### src/rtl/shift_ex_pkg.sv
// ---------------------------------------------------------------------------
// shift_ex_pkg : shared types and defaults for the EX-stage iterative shifter
// Revision 1.0
// ---------------------------------------------------------------------------
`default_nettype none

package shift_ex_pkg;

  localparam int DATA_W_DEF  = 32;
  localparam int SHAMT_W_DEF = 5;
  localparam int STEP_DEF    = 1;

  typedef enum logic [1:0] {
    IDLE  = 2'd0,
    SHIFT = 2'd1,
    DONE  = 2'd2
  } state_t;

  typedef enum logic [1:0] {
    OP_SLL = 2'd0,
    OP_SRL = 2'd1,
    OP_SRA = 2'd2
  } op_t;

  // Only meaningful for a one-hot op vector.
  function automatic op_t encode_op(input logic sll, input logic srl);
    if (sll)      return OP_SLL;
    else if (srl) return OP_SRL;
    else          return OP_SRA;
  endfunction

endpackage

`default_nettype wire

### src/rtl/shift_ex_unit_if.sv
// ---------------------------------------------------------------------------
// shift_ex_unit_if : ID/EX request bundle and EX/MEM result bundle
// Revision 1.0
// ---------------------------------------------------------------------------
`default_nettype none

interface shift_ex_unit_if #(
  parameter int DATA_W  = 32,
  parameter int SHAMT_W = 5
);

  logic               flush;
  logic               in_valid;
  logic               op_sll;
  logic               op_srl;
  logic               op_sra;
  logic [DATA_W-1:0]  rt_data;
  logic [SHAMT_W-1:0] shamt;
  logic [4:0]         rd_addr;

  logic               stall;
  logic               result_valid;
  logic [DATA_W-1:0]  result;
  logic [4:0]         result_rd;
  logic               err_op;

  modport master (
    output flush, in_valid, op_sll, op_srl, op_sra, rt_data, shamt, rd_addr,
    input  stall, result_valid, result, result_rd, err_op
  );

  modport slave (
    input  flush, in_valid, op_sll, op_srl, op_sra, rt_data, shamt, rd_addr,
    output stall, result_valid, result, result_rd, err_op
  );

endinterface

`default_nettype wire

### src/rtl/shift_ex_unit_shift_step.sv
// ---------------------------------------------------------------------------
// shift_step : one bounded shift step (0..STEP bits) for sll/srl/sra
// Revision 1.0
// ---------------------------------------------------------------------------
`default_nettype none

module shift_step
  import shift_ex_pkg::*;
#(
  parameter int DATA_W = 32,
  parameter int STEP   = 1,
  parameter int AMT_W  = $clog2(STEP + 1)
) (
  input  logic [DATA_W-1:0] operand,
  input  logic [AMT_W-1:0]  amt,
  input  op_t               op,
  output logic [DATA_W-1:0] shifted
);

  always_comb begin
    shifted = operand;
    case (op)
      OP_SLL:  shifted = operand << amt;
      OP_SRL:  shifted = operand >> amt;
      OP_SRA:  shifted = DATA_W'($signed(operand) >>> amt);
      default: shifted = operand;
    endcase
  end

endmodule

`default_nettype wire

### src/rtl/shift_ex_unit.sv
// ---------------------------------------------------------------------------
// shift_ex_unit : iterative EX-stage shifter, STEP bits per cycle, with stall
// Revision 1.0
// ---------------------------------------------------------------------------
`default_nettype none

module shift_ex_unit
  import shift_ex_pkg::*;
#(
  parameter int DATA_W  = DATA_W_DEF,
  parameter int SHAMT_W = SHAMT_W_DEF,
  parameter int STEP    = STEP_DEF
) (
  input  logic            clock,
  input  logic            reset_n,
  shift_ex_unit_if.slave  bus
);

  localparam int AMT_W = $clog2(STEP + 1);

  generate
    if ((STEP < 1) || (STEP > DATA_W) || ((STEP & (STEP - 1)) != 0)) begin : g_bad_step
      $error("shift_ex_unit: STEP must be a power of two in 1..DATA_W");
    end
    if (SHAMT_W != $clog2(DATA_W)) begin : g_bad_shamt_w
      $error("shift_ex_unit: SHAMT_W must equal clog2(DATA_W)");
    end
  endgenerate

  state_t             state;
  op_t                op;
  logic [SHAMT_W-1:0] count;
  logic [DATA_W-1:0]  operand;
  logic [4:0]         rd;
  logic               result_valid;
  logic [DATA_W-1:0]  result;
  logic [4:0]         result_rd;
  logic               err_op;

  logic               any_op;
  logic               one_hot;
  logic [AMT_W-1:0]   amt;
  logic [SHAMT_W-1:0] count_next;
  logic [DATA_W-1:0]  shifted;

  assign any_op  = bus.op_sll | bus.op_srl | bus.op_sra;
  assign one_hot = (bus.op_sll ^ bus.op_srl ^ bus.op_sra) &
                   ~(bus.op_sll & bus.op_srl & bus.op_sra);

  // Final step may be shorter than STEP when the remaining count runs out.
  always_comb begin
    amt = AMT_W'(STEP);
    if (int'(count) < STEP) amt = AMT_W'(count);
    count_next = count - SHAMT_W'(amt);
  end

  shift_step #(
    .DATA_W (DATA_W),
    .STEP   (STEP),
    .AMT_W  (AMT_W)
  ) u_shift_step (
    .operand (operand),
    .amt     (amt),
    .op      (op),
    .shifted (shifted)
  );

  always_ff @(posedge clock or negedge reset_n) begin
    if (!reset_n) begin
      state        <= IDLE;
      op           <= OP_SLL;
      count        <= '0;
      operand      <= '0;
      rd           <= '0;
      result_valid <= 1'b0;
      result       <= '0;
      result_rd    <= '0;
      err_op       <= 1'b0;
    end else begin
      result_valid <= 1'b0;
      err_op       <= 1'b0;
      if (bus.flush) begin
        state <= IDLE;
      end else begin
        case (state)
          IDLE: begin
            if (bus.in_valid && one_hot) begin
              op      <= encode_op(bus.op_sll, bus.op_srl);
              operand <= bus.rt_data;
              rd      <= bus.rd_addr;
              count   <= bus.shamt;
              if (bus.shamt == '0) begin
                // Result is registered on entry to DONE so it is visible there.
                state        <= DONE;
                result_valid <= 1'b1;
                result       <= bus.rt_data;
                result_rd    <= bus.rd_addr;
              end else begin
                state <= SHIFT;
              end
            end else if (bus.in_valid && any_op) begin
              err_op <= 1'b1;
            end
          end
          SHIFT: begin
            operand <= shifted;
            count   <= count_next;
            if (count_next == '0) begin
              state        <= DONE;
              result_valid <= 1'b1;
              result       <= shifted;
              result_rd    <= rd;
            end
          end
          DONE: begin
            state <= IDLE;
          end
          default: begin
            state <= IDLE;
          end
        endcase
      end
    end
  end

  assign bus.stall        = (state != IDLE);
  assign bus.result_valid = result_valid;
  assign bus.result       = result;
  assign bus.result_rd    = result_rd;
  assign bus.err_op       = err_op;

endmodule

`default_nettype wire

### src/flat_wrapper.sv
// flat-port wrapper written by rule: the top's interface ports become plain ports
module shift_ex_unit_flat import shift_ex_pkg::*;
#(
  parameter int DATA_W  = DATA_W_DEF,
  parameter int SHAMT_W = SHAMT_W_DEF,
  parameter int STEP    = STEP_DEF
)
  (clock, reset_n, bus_flush, bus_in_valid, bus_op_sll, bus_op_srl, bus_op_sra, bus_rt_data, bus_shamt, bus_rd_addr, bus_stall, bus_result_valid, bus_result, bus_result_rd, bus_err_op);
  shift_ex_unit_if #(.DATA_W(DATA_W), .SHAMT_W(SHAMT_W)) bus_i ();
  input  logic clock;
  input  logic reset_n;
  input wire logic [$bits(bus_i.flush)-1:0] bus_flush;
  input wire logic [$bits(bus_i.in_valid)-1:0] bus_in_valid;
  input wire logic [$bits(bus_i.op_sll)-1:0] bus_op_sll;
  input wire logic [$bits(bus_i.op_srl)-1:0] bus_op_srl;
  input wire logic [$bits(bus_i.op_sra)-1:0] bus_op_sra;
  input wire logic [$bits(bus_i.rt_data)-1:0] bus_rt_data;
  input wire logic [$bits(bus_i.shamt)-1:0] bus_shamt;
  input wire logic [$bits(bus_i.rd_addr)-1:0] bus_rd_addr;
  output wire logic [$bits(bus_i.stall)-1:0] bus_stall;
  output wire logic [$bits(bus_i.result_valid)-1:0] bus_result_valid;
  output wire logic [$bits(bus_i.result)-1:0] bus_result;
  output wire logic [$bits(bus_i.result_rd)-1:0] bus_result_rd;
  output wire logic [$bits(bus_i.err_op)-1:0] bus_err_op;
  assign bus_i.flush = bus_flush;
  assign bus_i.in_valid = bus_in_valid;
  assign bus_i.op_sll = bus_op_sll;
  assign bus_i.op_srl = bus_op_srl;
  assign bus_i.op_sra = bus_op_sra;
  assign bus_i.rt_data = bus_rt_data;
  assign bus_i.shamt = bus_shamt;
  assign bus_i.rd_addr = bus_rd_addr;
  assign bus_stall = bus_i.stall;
  assign bus_result_valid = bus_i.result_valid;
  assign bus_result = bus_i.result;
  assign bus_result_rd = bus_i.result_rd;
  assign bus_err_op = bus_i.err_op;
  shift_ex_unit #(.DATA_W(DATA_W), .SHAMT_W(SHAMT_W), .STEP(STEP)) u_core (.clock(clock), .reset_n(reset_n), .bus(bus_i));
endmodule
### config.mk
export PLATFORM = sky130hd
export DESIGN_NAME = shift_ex_unit_flat
export DESIGN_NICKNAME = d
export VERILOG_FILES = /design/src/rtl/shift_ex_pkg.sv /design/src/rtl/shift_ex_unit_if.sv /design/src/rtl/shift_ex_unit_shift_step.sv /design/src/rtl/shift_ex_unit.sv /design/src/flat_wrapper.sv
export SDC_FILE = /design/constraint.sdc
export NUM_CORES = 1
export LEC_CHECK = 0
export BUFFER_PORTS_ARGS = -buffer_cell sky130_fd_sc_hd__buf_2
export CAP_MARGIN = 20
export CORE_MARGIN = 1
export CORE_UTILIZATION = 45
export DETAILED_ROUTE_END_ITERATION = 10
export PLACE_DENSITY = 0.81
export SYNTH_ARGS = -nofsm -noshare
export SYNTH_HDL_FRONTEND = slang
export SYNTH_SLANG_ARGS = --single-unit
export TNS_END_PERCENT = 30
### constraint.sdc
create_clock -name clock -period 2.1 [get_ports clock]
set_input_delay 0.42 -clock clock [delete_from_list [all_inputs] [get_ports clock]]
set_output_delay 0.42 -clock clock [all_outputs]
set_load 0.05 [all_outputs]
; ---- After elaboration in Yosys (flattened, before gate mapping)
; Index checks and enable logic that the tools add are counted.
[op_classes]
n_reduce_logical = 12
n_bitwise = 9
mul = 0
n_addsub = 1
muxes = 30
n_lt_le_gt_ge = 1
n_eq_ne = 8
shift = 3
n_div = 0
[op_table]
columns = op, n
row1 = $mux W32, 4
row2 = $pmux W32 S2, 2
row3 = $pmux W32 S3, 1
row4 = $shl A32 B1 Y32, 1
row5 = $shr A32 B1 Y32, 1
row6 = $sshr A32 B1 Y32, 1
row7 = $mux W5, 4
row8 = $pmux W5 S2, 2
row9 = $mux W2, 6
row10 = $logic_not A5 Y1, 2
row11 = $mux W1, 9
row12 = $ne A2 B1 Y1 const B, 3
row13 = $ne A3 B2 Y1 const B, 2
row14 = $reduce_and A3 Y1, 2
row15 = $lt A5 B1 Y1 const B, 1
row16 = $reduce_and A5 Y1, 1
row17 = $sub A5 B1 Y5, 1
row18 = $eq A2 B1 Y1 const B, 2
row19 = $logic_not A2 Y1, 2
row20 = $pmux W2 S2, 1
row21 = $reduce_bool A2 Y1, 2
row22 = $and A1 B1 Y1, 3
row23 = $eq A2 B2 Y1 const B, 1
row24 = $logic_and A1 B1 Y1, 2
row25 = 5 further kinds, 8
[word_totals]
latch_bits = 0
out_inout_bits = 40
input_bits = 49
mem_bits_rw = 0
rom_bits = 0
n_memories = 0
reg_bits = 85

; ---- Depth between registers and ports, before layout
; Gate-level depths: netlist of the first run.
[logic_depth]
word_depth = 8
mapped_depth = 10

; ---- Cells and area by module
; From an unflattened synthesis of the first run, not the netlist that was laid out.
[unflattened]
cells_unflattened = 501
hier_area_um2 = 5411.4
[modules_own_cells]
columns = module, area_per_inst_um2, cells_per_inst, instances, seq_area_each_um2
row1 = shift_ex_unit, 3893.7, 347, 1, 2127.0
row2 = shift_step, 1517.7, 154, 1, 0.0

; ---- Worst setup path after synthesis of the first run
; OpenSTA, ideal clock, no wires.
[synth_path]
path_type = register to register
startpoint = register u_core.count[3]
endpoint = register u_core.result[30] (netlist: u_core.bus.result[30])
stages_incl_launch_ff = 10
period_less_slack_ns = 2.111
setup_slack_ns = -0.011
t_arrival_ns = 1.979
n_path_buf = 2
path_cell_list = dfrtp_1 -> nor3_1 -> a21oi_1 -> ha_1 -> o31a_1 -> o21ai_1 -> and2_1 -> buf_2 -> buf_2 -> a31oi_1
[synth_via]
elab_chain_len = 6
elab_cells_between_ends = 12
[synth_rtl]
columns = item, line_no
row1 = from (decl), shift_ex_unit.sv:32  ; logic [SHAMT_W-1:0] count;
row2 = from (signal assigned), shift_ex_unit.sv:91  ; count <= bus.shamt;
row3 = from (signal assigned), shift_ex_unit.sv:107  ; count <= count_next;
row4 = $lt A5 B1 Y1, shift_ex_unit.sv:53  ; if (int'(count) < STEP) amt = AMT_W'(count);
row5 = $mux W1, shift_ex_unit.sv:53
row6 = "$sub A5 B1 Y5, or another cell as far along", shift_ex_unit.sv:54  ; count_next = count - SHAMT_W'(amt);
row7 = $logic_not A5 Y1 / $pmux W32 S3 (equally long branches), "shift_ex_unit.sv:108, shift_ex_unit_shift_step.sv:22"
row8 = $ne A2 B1 Y1 (no source line) / $mux W32 (equally long branches), --
row9 = $reduce_and A5 Y1 (no source line) / $pmux W32 S2 (equally long branches), --
row10 = to (signal assigned), shift_ex_unit.sv:96  ; result <= bus.rt_data;
row11 = to (signal assigned), shift_ex_unit.sv:111  ; result <= shifted;
row12 = to (decl), shift_ex_unit.sv:36  ; logic [DATA_W-1:0] result;
; Several ways; a longest one is shown, not always the timed one. The select of a mux whose other input is x is not followed.
; A chain may end at the register's enable or synchronous reset.

; ---- Final worst setup path of the first run
[layout_path]
startpoint = register u_core.count[2]
endpoint = register u_core.operand[4]
[layout_via]
elab_chain_len = 5
elab_cells_between_ends = 7
[layout_rtl]
columns = item, line_no
row1 = $lt A5 B1 Y1 *, shift_ex_unit.sv:53
row2 = $mux W1 *, shift_ex_unit.sv:53
row3 = "$sshr A32 B1 Y32, or another cell as far along", shift_ex_unit_shift_step.sv:25  ; OP_SRA: shifted = DATA_W'($signed(operand) >>> amt);
row4 = $pmux W32 S3 *, shift_ex_unit_shift_step.sv:22  ; case (op)
row5 = $pmux W32 S2 *, shift_ex_unit.sv:85  ; case (state)
row6 = to (signal assigned), shift_ex_unit.sv:89  ; operand <= bus.rt_data;
row7 = to (signal assigned), shift_ex_unit.sv:106  ; operand <= shifted;
row8 = to (decl), shift_ex_unit.sv:33  ; logic [DATA_W-1:0] operand;
; Every way passes the cells marked *; elsewhere a longest branch is shown, timed or not.

==> implementation parameters, run 1 <==
Parameter                              Value

Timing
  Final Hold Slack    0.295 ns
  Setup violators final    0
  Relative slew slack    0.587
  Post-route setup TNS    0 ns
  Final hold vios    0
  Minimum clock period    2.08 ns
  Slew at the pin with the worst max-slew slack    0.613 ns
  Fin Clk Skew    0.00551 ns
  Final worst slack    0.0159 ns
  Final-report max-slew violation count    0
  Setup repair after global routing missed its margin    yes
  F_max    480 MHz
  Tcrit/Tclk final    0.992

Logic synthesis
  Gate count after technology mapping    524
  Number of storage elements in the synthesis netlist    85
  Total of warnings raised by yosys    0
  Total nets after synthesis    577
  Unique masters post-synth    44
  Most common flop cell mapped by yosys    sky130_fd_sc_hd__dfrtp_1
  Cell area after synthesis    4770 µm²
  Share of flip-flops with an asynchronous set or reset after synthesis    1.00
  Avg Synthesized Cell Area    9.11 µm²
  Register area share after synthesis    0.446
  Number of synthesized flops with an enable pin    0

Power
  Maximum vdd ir drop    0.806 mV
  Power after layout    8.52 mW
  Clock group share of total power    0.163
  Switching component of the power    4.01 mW
  Sw Ratio    0.471
  Relative contribution of combinational cells to total power    0.486
  Part of the total power dissipated in sequential elements    0.351
  P_int    4.51 mW
  Cell leakage power    2.50 nW
  Pwr dens    1420 nW/µm²

Place
  Global placement routability congestion    0.859
  Number of buffers inserted by port buffering    88
  HPWL Detailed    9260 µm
  Worst slack after detailed placement    -0.138 ns

Cells and area
  Filler cell count    872
  Most frequent standard cell in the layout excluding fill and tap cells    sky130_fd_sc_hd__buf_2
  Area Growth Syn to Fin    26.0%
  Count of inserted antenna diode cells    0
  Fraction of layout cells with a size suffix above 1    0.302
  End-of-flow core utilization    0.583
  Nets    670
  Top library cells by usage in the layout, fill and taps aside    sky130_fd_sc_hd__buf_2, sky130_fd_sc_hd__dfrtp_1, sky130_fd_sc_hd__a31oi_1

Die
  Effective utilization at floorplan    0.462
  Vertical extent of the die    105 µm
  Die Span X    105 µm
  Area inside the core boundary    10,300 µm²
  IO Pins    89
  Die area    11,000 µm²
  Number of placement rows    37

Clocking
  Clock tree from TritonCTS    done
  Clk root buf    sky130_fd_sc_hd__clkbuf_8
  Count of H-tree levels built during CTS    3
  Clock-pin slew reported for the worst setup and hold paths after clock tree synthesis    0.08 ns
  Maximum buffer depth of the clock tree    2
  Clock latency on the worst-skew pair    0.37 ns
  Count of clock tree sinks    85
  CTS Buf Count    9

Critical path
  Type of origin of the critical path    register
  Critical Setup Path Class    reg -> reg
  Endpoint type of the worst setup path    register
  Data arrival time at the worst-slack endpoint    2.37 ns
  Top fanout value on the critical path    6
  Required time of the worst setup path    2.38 ns

Global route
  Initial antenna violation count    0
  GRT Residual Overflow    0
  Overall Global Routing Usage    0.248
  Maximum number of pins on one net before global-route repair    48
  Global-route wire length before repair    22,000 µm
  Via count of the first global-routing pass    4,608

Detailed routing
  Number of nets with antenna violations after routing    0
  Final Routed Wirelength    13,700 µm
  Via/cell ratio    6.15
  DR DRC count    0
  Drt wl/cell    18.0 µm
  Count of TritonRoute iterations in the first routing pass    5
  Via Count    4,662
  DRC marker count from the first detailed-route iteration    377

Run
  Max-cap check violation count    0

Min path
  Min-delay worst type    in -> reg

Status
  Result of the run    completed
==> registers in the layout (all words and copies together), names as in the netlist <==
signal and count:
u_core.bus.err_op 1, u_core.bus.result 32, u_core.bus.result_rd 5, u_core.bus.result_valid 1, u_core.count 5, u_core.op 2
u_core.operand 32, u_core.rd 5, u_core.state 2
==> Yosys cell counts, types with 2 or more instances <==
| library cell | number | share of area |
|---|---|---|
| sky130_fd_sc_hd__o21ai_0 | 36 | 0.038 |
| sky130_fd_sc_hd__a211o_1 | 22 | 0.040 |
| sky130_fd_sc_hd__nand3b_1 | 3 | 0.0047 |
| sky130_fd_sc_hd__a21oi_1 | 45 | 0.047 |
| sky130_fd_sc_hd__buf_2 | 20 | 0.021 |
| sky130_fd_sc_hd__o21a_1 | 2 | 0.0031 |
| sky130_fd_sc_hd__o221ai_1 | 2 | 0.0037 |
| sky130_fd_sc_hd__clkbuf_1 | 22 | 0.017 |
| sky130_fd_sc_hd__o31ai_1 | 3 | 0.0047 |
| sky130_fd_sc_hd__nand2b_1 | 3 | 0.0039 |
| sky130_fd_sc_hd__mux2_2 | 13 | 0.031 |
| sky130_fd_sc_hd__nor4_1 | 2 | 0.0026 |
| sky130_fd_sc_hd__nor2_1 | 42 | 0.033 |
| sky130_fd_sc_hd__o22ai_1 | 6 | 0.0079 |
| sky130_fd_sc_hd__nand2_1 | 55 | 0.043 |
| sky130_fd_sc_hd__ha_1 | 4 | 0.010 |
| sky130_fd_sc_hd__inv_1 | 6 | 0.0047 |
| sky130_fd_sc_hd__o32ai_1 | 19 | 0.035 |
| sky130_fd_sc_hd__and2_1 | 3 | 0.0039 |
| sky130_fd_sc_hd__o21ai_1 | 2 | 0.0021 |
| sky130_fd_sc_hd__o211ai_1 | 7 | 0.011 |
| sky130_fd_sc_hd__nand3_1 | 4 | 0.0042 |
| sky130_fd_sc_hd__dfrtp_1 | 85 | 0.45 |
| sky130_fd_sc_hd__and3_1 | 2 | 0.0026 |
| sky130_fd_sc_hd__nor3_1 | 2 | 0.0021 |
| sky130_fd_sc_hd__a211oi_1 | 2 | 0.0031 |
| sky130_fd_sc_hd__a22o_1 | 2 | 0.0037 |
| sky130_fd_sc_hd__mux2i_1 | 23 | 0.048 |
| sky130_fd_sc_hd__buf_1 | 3 | 0.0024 |
| sky130_fd_sc_hd__buf_6 | 2 | 0.0047 |
| sky130_fd_sc_hd__nor2b_1 | 5 | 0.0066 |
| sky130_fd_sc_hd__a31oi_1 | 65 | 0.085 |
==> critical path, cell delays in order (launching register included) <==
cell	delay, ns
sky130_fd_sc_hd__dfrtp_1	0.43
sky130_fd_sc_hd__buf_6	0.14
sky130_fd_sc_hd__or3_4	0.34
sky130_fd_sc_hd__nor3_4	0.21
sky130_fd_sc_hd__buf_4	0.15
sky130_fd_sc_hd__buf_6	0.12
sky130_fd_sc_hd__o32ai_1	0.10
sky130_fd_sc_hd__a211o_1	0.30
sky130_fd_sc_hd__a31oi_1	0.20
==> what timing repair did <==
item | CTS | global route
cloned | 0 | 1
hold buffers | 1 | 0
setup endpoints to repair | 38 | 49
buffers inserted | 2 | 5
pin swaps | 5 | 8
endpoints found under the hold margin | 12 | 0
gates resized for setup | 7 | 28
==> logic make-up after synthesis <==
family	share of synthesized area
flops	0.446
fa+ha+maj	0.0105
compound gates	0.294
buf+inv	0.0501
mux	0.0789
simple gates	0.121
==> per-stage QoR <==
stage          std cells  area (µm²)
2_1_floorplan        524        4770
4_1_cts              752        5780
3_5_place_dp         733        5490
5_1_grt              758        6010
3_3_place_gp         733        5490
6_report             758        6010
==> path summary, 6_finish.rpt <==
kind / start / to / slack [ns] / cells after the start
min in group asynchronous: reset_n / u_core.rd[4]$_DFFE_PN0P_ / 0.44 / 2
min: bus_rd_addr[4] / u_core.rd[4]$_DFFE_PN0P_ / 0.30 / 2
max: u_core.count[2]$_DFFE_PN0P_ / u_core.operand[4]$_DFFE_PN0P_ / 0.02 / 8
max reg2reg: u_core.count[2]$_DFFE_PN0P_ / u_core.operand[4]$_DFFE_PN0P_ / 0.02 / 8
min reg2reg: u_core.rd[3]$_DFFE_PN0P_ / u_core.rd[3]$_DFFE_PN0P_ / 0.51 / 1
max in group asynchronous: reset_n / u_core.bus.result[20]$_DFFE_PN0P_ / 1.05 / 3
==> metal layers <==
metal | global-route usage | up-vias | routed length (µm)
met5 | 0 | - | 0
met4 | 0.0976 | 0 | 237
met3 | 0.0449 | 29 | 798
met2 | 0.413 | 210 | 6870
met1 | 0.320 | 2260 | 5750
li1 | - | 2163 | -
==> power groups by stage <==
stage	logic [mW]	clock network, mW	registers [mW]
floorplan	1.63	0	4.08
global placement	3.75	0	2.90
detailed placement	3.85	0	2.95
CTS	3.90	1.39	2.94
global route	4.44	1.45	3.08
finish	4.14	1.39	2.99
==> area by class of cell <==
| class | instances | area [µm²] | area share |
|---|---|---|---|
| inverter | 6 | 22.5 | 0.00374 |
| multi-input combinational | 386 | 2570 | 0.428 |
| clock buffer | 13 | 179 | 0.0297 |
| clock inverter | 3 | 65.1 | 0.0108 |
| timing repair buffer | 129 | 877 | 0.146 |
| sequential | 85 | 2130 | 0.354 |
| tap | 136 | 170 | 0.0283 |
Note: power is estimated with default switching activity, not from simulation.
==> run 2: changes to the inputs <==
--- a/config.mk
+++ b/config.mk
@@ -8,9 +8,10 @@
 export BUFFER_PORTS_ARGS = -buffer_cell sky130_fd_sc_hd__buf_2
 export CAP_MARGIN = 20
 export CORE_MARGIN = 1
-export CORE_UTILIZATION = 45
+export CORE_UTILIZATION = 51
 export DETAILED_ROUTE_END_ITERATION = 10
-export PLACE_DENSITY = 0.81
+export MAX_ROUTING_LAYER = met4
+export PLACE_DENSITY = 0.89
 export SYNTH_ARGS = -nofsm -noshare
 export SYNTH_HDL_FRONTEND = slang
 export SYNTH_SLANG_ARGS = --single-unit
==> implementation parameters, run 2 (synthesis gave the netlist of run 1 again) <==
Parameter                              Value

Status
  Result of the run    complete, but fails checks
  Violated checks    negative setup slack

Critical path
  Required time of the worst setup path    2.33 ns (-0.05 ns)
  Data arrival time at the worst-slack endpoint    2.38 ns (about the same)
  Launch instance of the worst register-to-register path    u_core.count[3]$_DFFE_PN0P_
  Critical path's largest stage delay    0.43 ns (about the same)
  Worst reg2reg setup slack    -0.05 ns (-0.06 ns)
  Worst-path cell chain    nor3_4 -> a21oi_2 -> ha_4 -> o31a_1 -> o21ai_4 -> and2_4 -> clkbuf_16 -> a31oi_1
  Worst-path cell with the longest stage delay    sky130_fd_sc_hd__dfrtp_1
  Type of origin of the critical path    register
  Top fanout value on the critical path    9 (+3)
  Critical Setup Path Class    reg -> reg
  Worst Reg-to-Reg Cells    8 (unchanged)
  Endpoint type of the worst setup path    register
  Reg2Reg Capture Point    u_core.bus.result[14]$_DFFE_PN0P_

Global route
  Initial antenna violation count    0 (unchanged)
  Global-route wire length before repair    22,300 µm (+1.3%)
  Via count of the first global-routing pass    4,489 (-2.6%)
  Maximum number of pins on one net before global-route repair    44 (-8.3%)
  GRT Residual Overflow    0 (unchanged)
  Overall Global Routing Usage    0.299 (+0.0505)

Timing
  Final worst slack    -0.0481 ns (-0.0640 ns)
  Minimum clock period    2.15 ns (+0.0640 ns)
  Final-report max-slew violation count    0 (unchanged)
  Tcrit/Tclk final    1.02 (+0.0305)
  Post-route setup TNS    -0.703 ns (-0.703 ns)
  Slew at the pin with the worst max-slew slack    0.638 ns (+0.0243 ns)
  Relative slew slack    0.570 (-0.0163)
  F_max    466 MHz (-3.0%)
  Setup violators final    26 (+26)
  Fin Clk Skew    0.00986 ns (+0.00435 ns)
  Setup repair after global routing missed its margin    yes
  Final hold vios    0 (unchanged)

Clocking
  Count of H-tree levels built during CTS    3 (unchanged)
  Clk root buf    sky130_fd_sc_hd__clkbuf_8
  CTS Buf Count    9 (unchanged)
  Maximum buffer depth of the clock tree    2 (unchanged)
  Count of clock tree sinks    85 (unchanged)
  Quantity of hold-fixing buffers added after cts    0 (-1)
  Clock latency on the worst-skew pair    0.36 ns (about the same)
  Clock-pin slew reported for the worst setup and hold paths after clock tree synthesis    0.09 ns (about the same)
  Clock tree from TritonCTS    done

Cells and area
  Count of inserted antenna diode cells    0 (unchanged)
  Area used by multi-input combinational logic    2570 µm² (-0.19%)
  Filler cell count    708 (-19%)
  Fraction of layout cells with a size suffix above 1    0.296 (-0.00643)
  Top library cells by usage in the layout, fill and taps aside    sky130_fd_sc_hd__buf_2, sky130_fd_sc_hd__dfrtp_1, sky130_fd_sc_hd__a31oi_1
  Regs by FF count    u_core.bus.result x32, u_core.operand x32
  Nets    670 (unchanged)
  Final Instance Count excl. Fillers    730 (-3.7%)
  Cell area after layout    5960 µm² (-0.87%)
  Storage element area    2130 µm² (about the same)
  Area Growth Syn to Fin    24.9%
  Most frequent standard cell in the layout excluding fill and tap cells    sky130_fd_sc_hd__buf_2
  End-of-flow core utilization    0.671 (+0.0880)

Power
  P_int    4.18 mW (-7.3%)
  Cell leakage power    2.48 nW (-1.1%)
  Pwr dens    1390 nW/µm² (-2.0%)
  Maximum vdd ir drop    0.803 mV (-0.39%)
  Switching component of the power    4.10 mW (+2.2%)
  Relative contribution of combinational cells to total power    0.505 (+0.019)
  Sw Ratio    0.495 (+0.0245)
  Clock group share of total power    0.132 (-0.031)
  Part of the total power dissipated in sequential elements    0.364 (+0.013)

Detailed routing
  Number of nets with antenna violations after routing    0 (unchanged)
  Via/cell ratio    6.66 (+8.2%)
  Count of TritonRoute iterations in the first routing pass    5 (unchanged)
  Via Count    4,859 (+4.2%)
  Drt wl/cell    19.8 µm (+10%)
  DR DRC count    0 (unchanged)
  DRC marker count from the first detailed-route iteration    427 (+13%)
  Final Routed Wirelength    14,500 µm (+5.9%)

Place
  Placed cell count    706 (-3.7%)
  Number of buffers inserted by port buffering    88 (unchanged)
  HPWL Detailed    9190 µm (-0.71%)
  Placed cell area    5490 µm² (about the same)
  Global placement routability congestion    0.966 (+12%)

Die
  Die area    9750 µm² (-12%)
  IO Pins    89 (unchanged)
  Number of placement rows    34 (-8.1%)
  Effective utilization at floorplan    0.537 (+0.0745)
  Vertical extent of the die    98.7 µm (-5.9%)
  Die Span X    98.7 µm (-5.9%)
  Area inside the core boundary    8890 µm² (-14%)

Min path
  Min-delay worst type    in -> async

Run
  Max-cap check violation count    0 (unchanged)
run 2: metal layers:
metal,wire length [µm],GRT usage
met5,0,-
met4,393,0.118
met3,1250,0.0454
met2,6920,0.475
met1,5910,0.385
run 2: metrics by stage:
step / setup slack (ns) / power [mW] / hold WS [ns]
floorplan: -0.0110 / 5.72 / 0.124
global placement: -0.0285 / 6.68 / 0.456
detailed placement: -0.0971 / 6.86 / 0.465
CTS: 0.0176 / 7.97 / 0.0620
global route: -0.0872 / 8.69 / 0.0813
finish: -0.0481 / 8.28 / 0.0509
run 2: worst max path at each step:
stage | startpoint | to | slack, ns | cells after the start
3_5_place_dp | u_core.count[4]$_DFFE_PN0P_ | u_core.bus.result_rd[3]$_DFFE_PN0P_ | -0.1 | 8
4_1_cts | u_core.count[3]$_DFFE_PN0P_ | u_core.bus.result[0]$_DFFE_PN0P_ | 0.02 | 7
6_report | u_core.count[3]$_DFFE_PN0P_ | u_core.bus.result[14]$_DFFE_PN0P_ | -0.05 | 8
2_1_floorplan | u_core.count[3]$_DFFE_PN0P_ | u_core.bus.result[30]$_DFFE_PN0P_ | -0.01 | 9
5_1_grt | u_core.count[3]$_DFFE_PN0P_ | u_core.bus.result[0]$_DFFE_PN0P_ | -0.09 | 7
3_3_place_gp | u_core.count[4]$_DFFE_PN0P_ | u_core.bus.result[0]$_DFFE_PN0P_ | -0.03 | 7
run 2: repair_timing:
item / CTS / global route
resized for setup: 6 / 25
buffers inserted: 0 / 4
setup endpoints to repair: 37 / 53
pin swaps: 4 / 4
gates cloned: 1 / 3
run 2: worst max-delay path: cells and delay by family, from the launching register on:
kind | cells | cell delay, ns
compound gates | 4 | 0.65
fa+ha+maj | 1 | 0.17
buf+inv | 1 | 0.21
flops | 1 | 0.43
simple gates | 2 | 0.55
run 2: power by group through the flow:
stage / clock [mW] / sequential (mW) / combinational [mW]
after floorplan: 0 / 4.08 / 1.63
after global placement: 0 / 2.91 / 3.76
final: 1.09 / 3.01 / 4.18
after detailed placement: 0 / 2.97 / 3.89
after global routing: 1.16 / 3.08 / 4.45
after CTS: 1.09 / 2.96 / 3.92
run 2: layout make-up:
cell class / instances / share of cell area
Tap cell: 108 / 0.0227
Inverter: 6 / 0.00378
Multi-Input combinational cell: 386 / 0.431
Clock inverter: 5 / 0.00609
Timing Repair Buffer: 129 / 0.156
Sequential cell: 85 / 0.357
Clock buffer: 11 / 0.0237
